### config.mk
export PLATFORM = sky130hd
export DESIGN_NAME = epb_pes_desc_q
export DESIGN_NICKNAME = d
export VERILOG_FILES = /design/src/rtl/epb_pes_pkg.sv /design/src/rtl/epb_pes_tc_fifo.sv /design/src/rtl/epb_pes_desc_q.sv
export SDC_FILE = /design/constraint.sdc
export NUM_CORES = 2
export LEC_CHECK = 0
export BUFFER_PORTS_ARGS = -buffer_cell sky130_fd_sc_hd__buf_4
export CORE_MARGIN = 8
export CORE_UTILIZATION = 55
export CTS_CLUSTER_SIZE = 20
export DETAILED_ROUTE_END_ITERATION = 12
export PLACE_DENSITY_LB_ADDON = 0.3
export SLEW_MARGIN = 15
export SYNTH_ARGS = -nofsm -noshare
export SYNTH_HDL_FRONTEND = slang
export SYNTH_SLANG_ARGS = --single-unit
### constraint.sdc
create_clock -name cclk -period 4.7 [get_ports cclk]
set_input_delay 0.47 -clock cclk [delete_from_list [all_inputs] [get_ports cclk]]
set_output_delay 0.47 -clock cclk [all_outputs]
set_load 0.02 [all_outputs]
### src/rtl/epb_pes_pkg.sv
// Shared types and default sizing for the EPB->PES descriptor queue.
package epb_pes_pkg;
  localparam int NUM_TC_D = 8;
  localparam int DEPTH_D  = 16;
  localparam int PTR_W_D  = 16;
  localparam int LEN_W_D  = 14;
  localparam int TC_W_D   = $clog2(NUM_TC_D);

  typedef logic [TC_W_D-1:0] tc_id_t;

  typedef struct packed {
    logic [PTR_W_D-1:0] ptr;
    logic [LEN_W_D-1:0] len;
  } epb_pes_desc_t;
endpackage

### src/rtl/epb_pes_tc_fifo.sv
// One traffic-class descriptor FIFO: flop array, pointers, count, registered non-empty flag.
// Optional per-TC byte counter under EPB_PES_BYTE_CNT_EN.
module epb_pes_tc_fifo #(
  parameter int DEPTH = 16,
  parameter int PTR_W = 16,
  parameter int LEN_W = 14,
  parameter int CNT_W = $clog2(DEPTH+1),
  parameter int BW    = LEN_W + CNT_W
) (
  input  logic             clk,
  input  logic             rst_n,
  input  logic             wr_en,
  input  logic [PTR_W-1:0] din_ptr,
  input  logic [LEN_W-1:0] din_len,
  input  logic             rd_en,
  output logic             full,
  output logic             empty,
  output logic             nonempty,
  output logic [PTR_W-1:0] dout_ptr,
  output logic [LEN_W-1:0] dout_len
`ifdef EPB_PES_BYTE_CNT_EN
  ,
  output logic [BW-1:0]    bytes
`endif
);
  localparam int AW = $clog2(DEPTH);

  logic [PTR_W-1:0] mem_ptr [DEPTH];
  logic [LEN_W-1:0] mem_len [DEPTH];
  logic [AW-1:0]    wp, rp;
  logic [CNT_W-1:0] cnt, cnt_nxt;

  assign full     = (cnt == CNT_W'(DEPTH));
  assign empty    = (cnt == '0);
  assign dout_ptr = mem_ptr[rp];
  assign dout_len = mem_len[rp];

  always_comb begin
    cnt_nxt = cnt;
    case ({wr_en, rd_en})
      2'b10:   cnt_nxt = cnt + CNT_W'(1);
      2'b01:   cnt_nxt = cnt - CNT_W'(1);
      default: cnt_nxt = cnt;
    endcase
  end

  // Storage is deliberately left out of reset.
  always_ff @(posedge clk) begin
    if (wr_en) begin
      mem_ptr[wp] <= din_ptr;
      mem_len[wp] <= din_len;
    end
  end

  always_ff @(posedge clk or negedge rst_n) begin
    if (!rst_n) begin
      wp       <= '0;
      rp       <= '0;
      cnt      <= '0;
      nonempty <= 1'b0;
    end else begin
      if (wr_en) wp <= wp + AW'(1);
      if (rd_en) rp <= rp + AW'(1);
      cnt      <= cnt_nxt;
      nonempty <= (cnt_nxt != '0);
    end
  end

`ifdef EPB_PES_BYTE_CNT_EN
  always_ff @(posedge clk or negedge rst_n) begin
    if (!rst_n) bytes <= '0;
    else        bytes <= bytes + (wr_en ? BW'(din_len) : BW'(0))
                               - (rd_en ? BW'(dout_len) : BW'(0));
  end
`endif
endmodule

### src/rtl/epb_pes_desc_q.sv
// Per-TC packet descriptor queue, EPB enqueue side / PES dequeue side.
// Define EPB_PES_BYTE_CNT_EN to add per-TC queued-byte counters on tc_bytes.
module epb_pes_desc_q
  import epb_pes_pkg::*;
#(
  parameter int NUM_TC = NUM_TC_D,
  parameter int DEPTH  = DEPTH_D,
  parameter int PTR_W  = PTR_W_D,
  parameter int LEN_W  = LEN_W_D,
  localparam int TC_W  = $clog2(NUM_TC),
  localparam int CNT_W = $clog2(DEPTH+1),
  localparam int BW    = LEN_W + CNT_W
) (
  input  logic                 cclk,
  input  logic                 rst_n,
  input  logic                 enq_vld,
  output logic                 enq_rdy,
  input  logic [TC_W-1:0]      enq_tc,
  input  logic [PTR_W-1:0]     enq_ptr,
  input  logic [LEN_W-1:0]     enq_len,
  output logic [NUM_TC-1:0]    tc_nonempty,
  input  logic                 deq_req,
  input  logic [TC_W-1:0]      deq_tc,
  output logic                 deq_rsp_vld,
  output logic [TC_W-1:0]      deq_rsp_tc,
  output logic [PTR_W-1:0]     deq_rsp_ptr,
  output logic [LEN_W-1:0]     deq_rsp_len,
  output logic                 deq_err
`ifdef EPB_PES_BYTE_CNT_EN
  ,
  output logic [NUM_TC*BW-1:0] tc_bytes
`endif
);
  logic [NUM_TC-1:0]            full, empty, wr_en, rd_en;
  logic [NUM_TC-1:0][PTR_W-1:0] head_ptr;
  logic [NUM_TC-1:0][LEN_W-1:0] head_len;
`ifdef EPB_PES_BYTE_CNT_EN
  logic [NUM_TC-1:0][BW-1:0]    bytes;
  assign tc_bytes = bytes;
`endif

  // Full blocks enqueue regardless of a same-cycle dequeue; empty blocks dequeue (no bypass).
  assign enq_rdy = !full[enq_tc];

  for (genvar g = 0; g < NUM_TC; g++) begin : g_tc
    assign wr_en[g] = enq_vld && enq_rdy && (enq_tc == TC_W'(g));
    assign rd_en[g] = deq_req && !empty[g] && (deq_tc == TC_W'(g));

    epb_pes_tc_fifo #(
      .DEPTH(DEPTH), .PTR_W(PTR_W), .LEN_W(LEN_W), .CNT_W(CNT_W), .BW(BW)
    ) u_fifo (
      .clk      (cclk),
      .rst_n    (rst_n),
      .wr_en    (wr_en[g]),
      .din_ptr  (enq_ptr),
      .din_len  (enq_len),
      .rd_en    (rd_en[g]),
      .full     (full[g]),
      .empty    (empty[g]),
      .nonempty (tc_nonempty[g]),
      .dout_ptr (head_ptr[g]),
      .dout_len (head_len[g])
`ifdef EPB_PES_BYTE_CNT_EN
      ,
      .bytes    (bytes[g])
`endif
    );
  end

  always_ff @(posedge cclk or negedge rst_n) begin
    if (!rst_n) begin
      deq_rsp_vld <= 1'b0;
      deq_err     <= 1'b0;
      deq_rsp_tc  <= '0;
      deq_rsp_ptr <= '0;
      deq_rsp_len <= '0;
    end else begin
      deq_rsp_vld <= deq_req && !empty[deq_tc];
      deq_err     <= deq_req &&  empty[deq_tc];
      if (deq_req) deq_rsp_tc <= deq_tc;
      if (deq_req && !empty[deq_tc]) begin
        deq_rsp_ptr <= head_ptr[deq_tc];
        deq_rsp_len <= head_len[deq_tc];
      end
    end
  end
endmodule

-- Yosys cells after proc, flatten, opt, wreduce, memory -nomap -nowiden
Memory sizes are Yosys's and may differ from the RTL's.
Index checks and enable logic that the tools add are counted.
- register bits: 147
- bits in latches: 0
- RAM bits: 3840
- ROM bits: 0
- input port bits: 40
- output and inout bits: 44
- logic and storage cells: 212
- memories kept: 16
- add/sub/neg operators: 32
- multiply operators: 0
- divide/modulo/power cells: 0
- order comparisons: 2
- equal/unequal tests: 38
- shift-type cells: 0
- mux-type cells: 32
- bitwise operators: 0
- reductions and logical operators: 55
- memory list (name ; words ; width ; rd ports ; clocked after memory_dff ; write ports ; RTL line ; text):
    g_tc[0].u_fifo.mem_ptr ; 16 ; 16 ; 1 ; 0 ; 1 ; epb_pes_tc_fifo.sv:28 ; logic [PTR_W-1:0] mem_ptr [DEPTH];
    g_tc[1].u_fifo.mem_ptr ; 16 ; 16 ; 1 ; 0 ; 1 ; epb_pes_tc_fifo.sv:28 ;
    g_tc[2].u_fifo.mem_ptr ; 16 ; 16 ; 1 ; 0 ; 1 ; epb_pes_tc_fifo.sv:28 ;
    g_tc[3].u_fifo.mem_ptr ; 16 ; 16 ; 1 ; 0 ; 1 ; epb_pes_tc_fifo.sv:28 ;
    g_tc[4].u_fifo.mem_ptr ; 16 ; 16 ; 1 ; 0 ; 1 ; epb_pes_tc_fifo.sv:28 ;
    g_tc[5].u_fifo.mem_ptr ; 16 ; 16 ; 1 ; 0 ; 1 ; epb_pes_tc_fifo.sv:28 ;
    10 more memories ; n/a ; n/a ; n/a ; n/a ; n/a ; n/a ;
- operator list (cell ; number):
    case mux 5 bit (2 select lines) ; 8
    adder 4 x 1 -> 4 bit, second input constant ; 16
    binary-select mux 16 bit (select 3 bit) ; 1
    binary-select mux 14 bit (select 3 bit) ; 1
    adder 5 x 1 -> 5 bit, second input constant ; 8
    == test 5 bit, second input constant ; 8
    zero test 5 bit ; 8
    nonzero test 5 bit ; 8
    subtractor 5 x 1 -> 5 bit, second input constant ; 8
    logical AND 1 bit ; 27
    == test 3 bit, second input constant ; 8
    2-to-1 mux 1 bit ; 18
    == test 2 x 1 -> 1 bit, second input constant ; 8
    == test 2 bit, second input constant ; 8
    2-to-1 mux 16 bit ; 1
    2-to-1 mux 14 bit ; 1
    == test 3 x 2 -> 1 bit, second input constant ; 4
    zero test 1 bit ; 10
    less-than comparator 3 x 4 -> 1 bit, second input constant ; 2
    binary-select mux 1 bit (select 3 bit) ; 2
    == test 3 x 1 -> 1 bit, second input constant ; 2
    zero test 3 bit ; 2

-- Logic depth before layout (Yosys ltp)
- word-level depth: 9
- gate-level depth with buffers: 17

-- By module
A second synthesis with hierarchy kept.
- cells, all modules: 6313
- area total of the unflattened synthesis: 155053.7 µm²
- modules (own cells, without submodules) (module ; instances ; cells each ; area each (µm²) ; seq. area each (µm²)):
    epb_pes_tc_fifo (g_tc[4].u_fifo ...) ; 4 ; 763 ; 18953.2 ; 14764.2
    epb_pes_tc_fifo (g_tc[0].u_fifo ...) ; 3 ; 759 ; 18904.4 ; 14764.2
    epb_pes_tc_fifo (g_tc[3].u_fifo) ; 1 ; 760 ; 18906.9 ; 14764.2
    epb_pes_desc_q ; 1 ; 224 ; 3621.0 ; 875.8

-- Least setup slack after synthesis
OpenSTA, ideal clock, no wires.
- path type: input to register
- start point: in enq_tc[1]
- end point: mem g_tc[0].u_fifo.mem_len[3][0] (enable)
- setup time: 0.455 ns
- data arrival time: 3.858 ns
- required time: 4.245 ns
- path slack: 0.388 ns
- stages on the path: 8
- path buffers: 2
- cells stage by stage: buf_2 nor2b_1 a41oi_1 o211ai_2 nor4_1 clkbuf_1 nand2_1 nor3_1
- longest elaborated chain between the ends: 7
- RTL lines (element ; RTL line ; text):
    start, declared ; epb_pes_desc_q.sv:18 ; input logic [TC_W-1:0] enq_tc,
    binary-select mux 1 bit (select 3 bit) ; epb_pes_desc_q.sv:43 ; assign enq_rdy = !full[enq_tc];
    2-to-1 mux 1 bit (not written as such) ; epb_pes_desc_q.sv:43 ;
    zero test 1 bit ; epb_pes_desc_q.sv:43 ;
    logical AND 1 bit ; epb_pes_desc_q.sv:46 ; assign wr_en[g] = enq_vld && enq_rdy && (enq_tc == TC_W'(g));
    logical AND 1 bit * ; epb_pes_desc_q.sv:46 ;
    2-to-1 mux 1 bit * ; epb_pes_tc_fifo.sv:49 ; if (wr_en) begin
    2-to-1 mux 1 bit (not written as such) * ; epb_pes_tc_fifo.sv:51 ; mem_len[wp] <= din_len;
    end, declared ; epb_pes_tc_fifo.sv:29 ; logic [LEN_W-1:0] mem_len [DEPTH];
Mark *: on every way between the ends. The rest lies on a longest branch, timed or not. The select of a mux whose other input is x is not followed.

-- Final worst setup path
- start point: reg g_tc[6].u_fifo.cnt[0]
- end point: reg g_tc[7].u_fifo.nonempty
- longest elaborated chain between the ends: 9
- RTL lines (element ; RTL line ; text):
    start, declared ; epb_pes_tc_fifo.sv:31 ; logic [CNT_W-1:0] cnt, cnt_nxt;
    start signal, assigned ; epb_pes_tc_fifo.sv:64 ; cnt <= cnt_nxt;
    == test 5 bit * ; epb_pes_tc_fifo.sv:33 ; assign full = (cnt == CNT_W'(DEPTH));
    binary-select mux 1 bit (select 3 bit) * ; epb_pes_desc_q.sv:43 ;
    2-to-1 mux 1 bit (not written as such) * ; epb_pes_desc_q.sv:43 ;
    zero test 1 bit * ; epb_pes_desc_q.sv:43 ;
    logical AND 1 bit * (2 in a row) ; epb_pes_desc_q.sv:46 ;
    == test 2 x 1 -> 1 bit or == test 2 bit (tied branches) ; epb_pes_tc_fifo.sv:40 ; case ({wr_en, rd_en})
    case mux 5 bit (2 select lines) * ; epb_pes_tc_fifo.sv:40 ;
    via g_tc[7].u_fifo.cnt_nxt[2] ; epb_pes_tc_fifo.sv:31 ;
    nonzero test 5 bit * ; epb_pes_tc_fifo.sv:65 ; nonempty <= (cnt_nxt != '0);
    end signal, assigned ; epb_pes_tc_fifo.sv:65 ;
    end, declared ; epb_pes_tc_fifo.sv:18 ; output logic nonempty,
Mark *: on every way through the listed nets, which the timed path passes. The rest lies on a longest branch. The select of a mux whose other input is x is not followed.
A chain may end at the register's enable or synchronous reset.

==> results.sh <==
export IMPL_drt_iter0_drc=11600
export IMPL_rsz0062_at_grt="false"
export IMPL_r2r_start="g_tc[6].u_fifo.cnt[0]$_DFF_PN0_"
export IMPL_layout_drive_gt1_share_pct=24.9
export IMPL_htree_levels=5
export IMPL_clockBufferDepth=4
export IMPL_crit_path_frequent_cell="xor2_1"
export IMPL_finalSetupViolCount=0
export IMPL_status="finished, final reports clean"
export IMPL_comb_power_share_pct=23.2
export IMPL_critPathBufInv=1
export IMPL_dr_pass1_iters=8
export IMPL_crit_slowest_cell="or4_4"
export IMPL_vias=78100
export IMPL_synth_net_count=7428
export IMPL_required_ps=5490
export IMPL_crit_start="g_tc[6].u_fifo.cnt[0]$_DFF_PN0_"
export IMPL_crit_arrival_ps=4940
export IMPL_area_growth_pct=13.0
export IMPL_routed_wl_um=404000
export IMPL_final_hold_viol_count=0
export IMPL_antenna_found_initial=30
export IMPL_power_leakage_nw=56.3
export IMPL_async_reset_ff_share_pct=3.69
export IMPL_power_per_cell_area_nw_per_um2=550
export IMPL_period_share_pct=88.2
export IMPL_clk_pin_slew_worst_paths_ps=60
export IMPL_synthFlopType="edfxtp_1"
export IMPL_cp_end_kind="register"
export IMPL_die_area_um2=299000
export IMPL_fmax_mhz=241
export IMPL_cts_sinks=3987
export IMPL_pwr_share_seq_pct=43.7
export IMPL_clock_power_share_pct=33.1
export IMPL_wl_per_cell_um=34.1
export IMPL_fp_dieW_um=547
export IMPL_numPortBuffers=83
export IMPL_p_sw_mw=27.9
export IMPL_worstMarginPinSlew_ps=1240
export IMPL_startpoint_type="register"
export IMPL_hold_class="input pin to register"
export IMPL_fin_area_um2=175000
export IMPL_synth_seq_cells=3987
export IMPL_crit_chain="or4_4, o32ai_1, a2111oi_2, and3_1, inv_2, ha_1, xor2_1, ha_1, a21oi_1, xor2_1, nor2_1, xor2_1, or3_1, or3_1"
export IMPL_ioPinCount=84
export IMPL_cts_buffers=395
export IMPL_ant_nets=0
export IMPL_synth_area_um2=155000
export IMPL_overflow=0
export IMPL_synth_cells=7324
export IMPL_yosysWarnings=0
export IMPL_avgSynthCellArea_um2=21.1
export IMPL_max_slew_margin_rel_pct=17.4
export IMPL_yosysSeqAreaShare_pct=76.8
export IMPL_hpwl_um=243000
export IMPL_cap_violations=0
export IMPL_report_final_slew_viol_count=0
export IMPL_criticalPathCategory="register to register"
export IMPL_cts_root_buf="clkbuf_16"
export IMPL_gp_congestion=0.936
export IMPL_cts_tree="built"
export IMPL_synth_edf_count=3840
export IMPL_path_delay_family="simple AND/OR/NAND/NOR gates"
export IMPL_clkLatencyLatePin_ps=950
export IMPL_dpl_cell_area_um2=162000
export IMPL_initial_utilization_pct=55.1
export IMPL_slowest_delay_ps=580
export IMPL_core_area_um2=281000
export IMPL_min_period_ps=4150
export IMPL_hold_start="enq_len[7]"
export IMPL_reg2reg_setup_slack_ps=550
export IMPL_row_count=195
export IMPL_finalClockSkew_ps=86.8
export IMPL_final_util_pct=62.3
export IMPL_grt_use_total_pct=26.6
export IMPL_die_h_um=547
export IMPL_grt_pass1_wl_um=571000
export IMPL_routed_via_density=6.59
export IMPL_max_vdd_ir_drop_uv=357
export IMPL_drcViolationCount=0
export IMPL_final_nets=7879
export IMPL_grt_pass1_vias=77000
export IMPL_n_fill_cell=18700
export IMPL_cp_max_fo=7
export IMPL_ys_types=65
export IMPL_swShare_pct=29.0
export IMPL_fin_tns_setup_ps=0
export IMPL_grt_max_degree=129
export IMPL_intPower_mw=68.4
==> cell families (layout without fill, tap and decap cells) <==
logic type | count (synthesis) | count (layout) | share of synthesized area, %
compound gates | 745 | 745 | 3.44
xor+xnor | 96 | 96 | 0.543
simple gates | 707 | 707 | 2.45
flops | 3987 | 3987 | 76.8
other cells | 0 | 6 | 0
mux | 1240 | 1240 | 14.8
buf+inv | 485 | 1260 | 1.46
fa+ha+maj | 64 | 64 | 0.517
==> path summary, 6_finish.rpt <==
path                                                     endpoint  cells after the start
max                             g_tc[7].u_fifo.nonempty$_DFF_PN0_                     14
min                        g_tc[3].u_fifo.mem_len[7][7]$_DFFE_PP_                      1
max reg2reg                     g_tc[7].u_fifo.nonempty$_DFF_PN0_                     14
min reg2reg                             deq_rsp_tc[1]$_DFFE_PN0P_                      1
max in group asynchronous        g_tc[7].u_fifo.rp[1]$_DFFE_PN0P_                      3
min in group asynchronous        g_tc[0].u_fifo.wp[0]$_DFFE_PN0P_                      2
==> sequential cells by signal, indices dropped and copies added (netlist names) <==
name / cells
deq_err: 1
g_tc.u_fifo.wp: 32
deq_rsp_ptr: 16
g_tc.u_fifo.mem_len: 1792
deq_rsp_vld: 1
deq_rsp_len: 14
g_tc.u_fifo.mem_ptr: 2048
g_tc.u_fifo.rp: 32
g_tc.u_fifo.nonempty: 8
deq_rsp_tc: 3
g_tc.u_fifo.cnt: 40
==> layout by cell type (no fill, tap or decap), types with 33 or more instances in the layout <==
cell and n:
nand2_1 144, dfrtp_1 125, ha_1 64, nor3_1 58, mux2i_1 342, a211oi_1 36, o211ai_1 39, xnor2_1 63
a22oi_1 300, o21ai_0 55, nor2b_1 66, mux2_2 70, clkbuf_1 76, and3_1 67, a21oi_1 131, inv_1 61
xor2_1 33, buf_4 418, clkinv_1 66, mux4_2 828, nand3_1 64, buf_12 43, clkinv_2 69, and2_1 76
a221o_1 34, edfxtp_1 3840, bufinv_16 50, clkbuf_16 396, nor2_1 87
==> layout make-up <==
cell class / count / area [µm²] / area share (%)
Inverter: 66 / 248 / 0.142
Clock buffer: 487 / 10400 / 5.94
Multi-Input combinational cell: 2852 / 33800 / 19.3
Timing Repair Buffer: 473 / 4160 / 2.38
Sequential cell: 3987 / 119000 / 68.0
Antenna cell: 6 / 15.0 / 0.00858
Clock inverter: 234 / 2670 / 1.52
Tap cell: 3743 / 4680 / 2.68
==> power by group through the flow <==
stage	logic (mW)	clock network [mW]	registers (mW)
floorplan	15.6	0	41.1
global placement	21.9	0	42.8
detailed placement	22.2	0	42.8
CTS	22.3	32.2	42.1
global route	23.5	33.5	42.2
finish	22.4	31.9	42.1
==> synthesized netlist by cell type, drive strengths merged (21+ instances only) <==
master | n | area, µm²
nand2b | 26 | 163
xor2 | 33 | 289
buf | 238 | 1340
mux4 | 828 | 18600
edfxtp | 3840 | 115000
a22o | 21 | 184
a211oi | 36 | 270
xnor2 | 63 | 552
dfrtp | 147 | 3680
and3 | 68 | 425
nor2b | 68 | 425
o31ai | 33 | 262
a21oi | 131 | 656
mux2i | 342 | 3420
o311ai | 26 | 228
and2 | 84 | 526
nand2 | 144 | 541
a22oi | 300 | 2250
ha | 64 | 801
a221o | 34 | 340
mux2 | 70 | 788
nor2 | 90 | 338
o211ai | 40 | 305
nand3 | 64 | 320
inv | 66 | 248
o21ai | 55 | 275
clkbuf | 181 | 679
nor3 | 69 | 360
==> worst register-to-register path: stages (launching register included) <==
cell and delay, ps:
dfrtp_1 440, or4_4 580, o32ai_1 370, a2111oi_2 180, and3_1 310, inv_2 140
ha_1 330, xor2_1 130, ha_1 260, a21oi_1 160, xor2_1 190, nor2_1 80
xor2_1 160, or3_1 380, or3_1 310
==> what timing repair did <==
item,4_1_cts,5_1_grt
endpoints found under the setup margin,0,0
gates resized for setup,0,0
buffers inserted,0,0
endpoints found under the hold margin,175,0
hold buffers,9,0
==> layer usage <==
metal / GRT usage, % / wire [µm] / up-vias
li1: - / - / 31500
met1: 38.4 / 155000 / 41300
met2: 39.8 / 184000 / 4626
met3: 6.26 / 46700 / 694
met4: 10.5 / 18300 / 10
met5: 0 / 65 / -
==> per-stage QoR <==
| step | power (mW) | hold slack [ps] | setup slack [ps] | cells |
|---|---|---|---|---|
| global placement | 64.7 | 493 | 546 | 11100 |
| global route | 99.2 | -5.23 | 290 | 11800 |
| detailed placement | 65.0 | 508 | 522 | 11100 |
| floorplan | 56.6 | 174 | 388 | 7324 |
| finish | 96.3 | 20.5 | 553 | 11800 |
| CTS | 96.6 | 5.22 | 582 | 11800 |
Power figures use the tool's default switching activity.
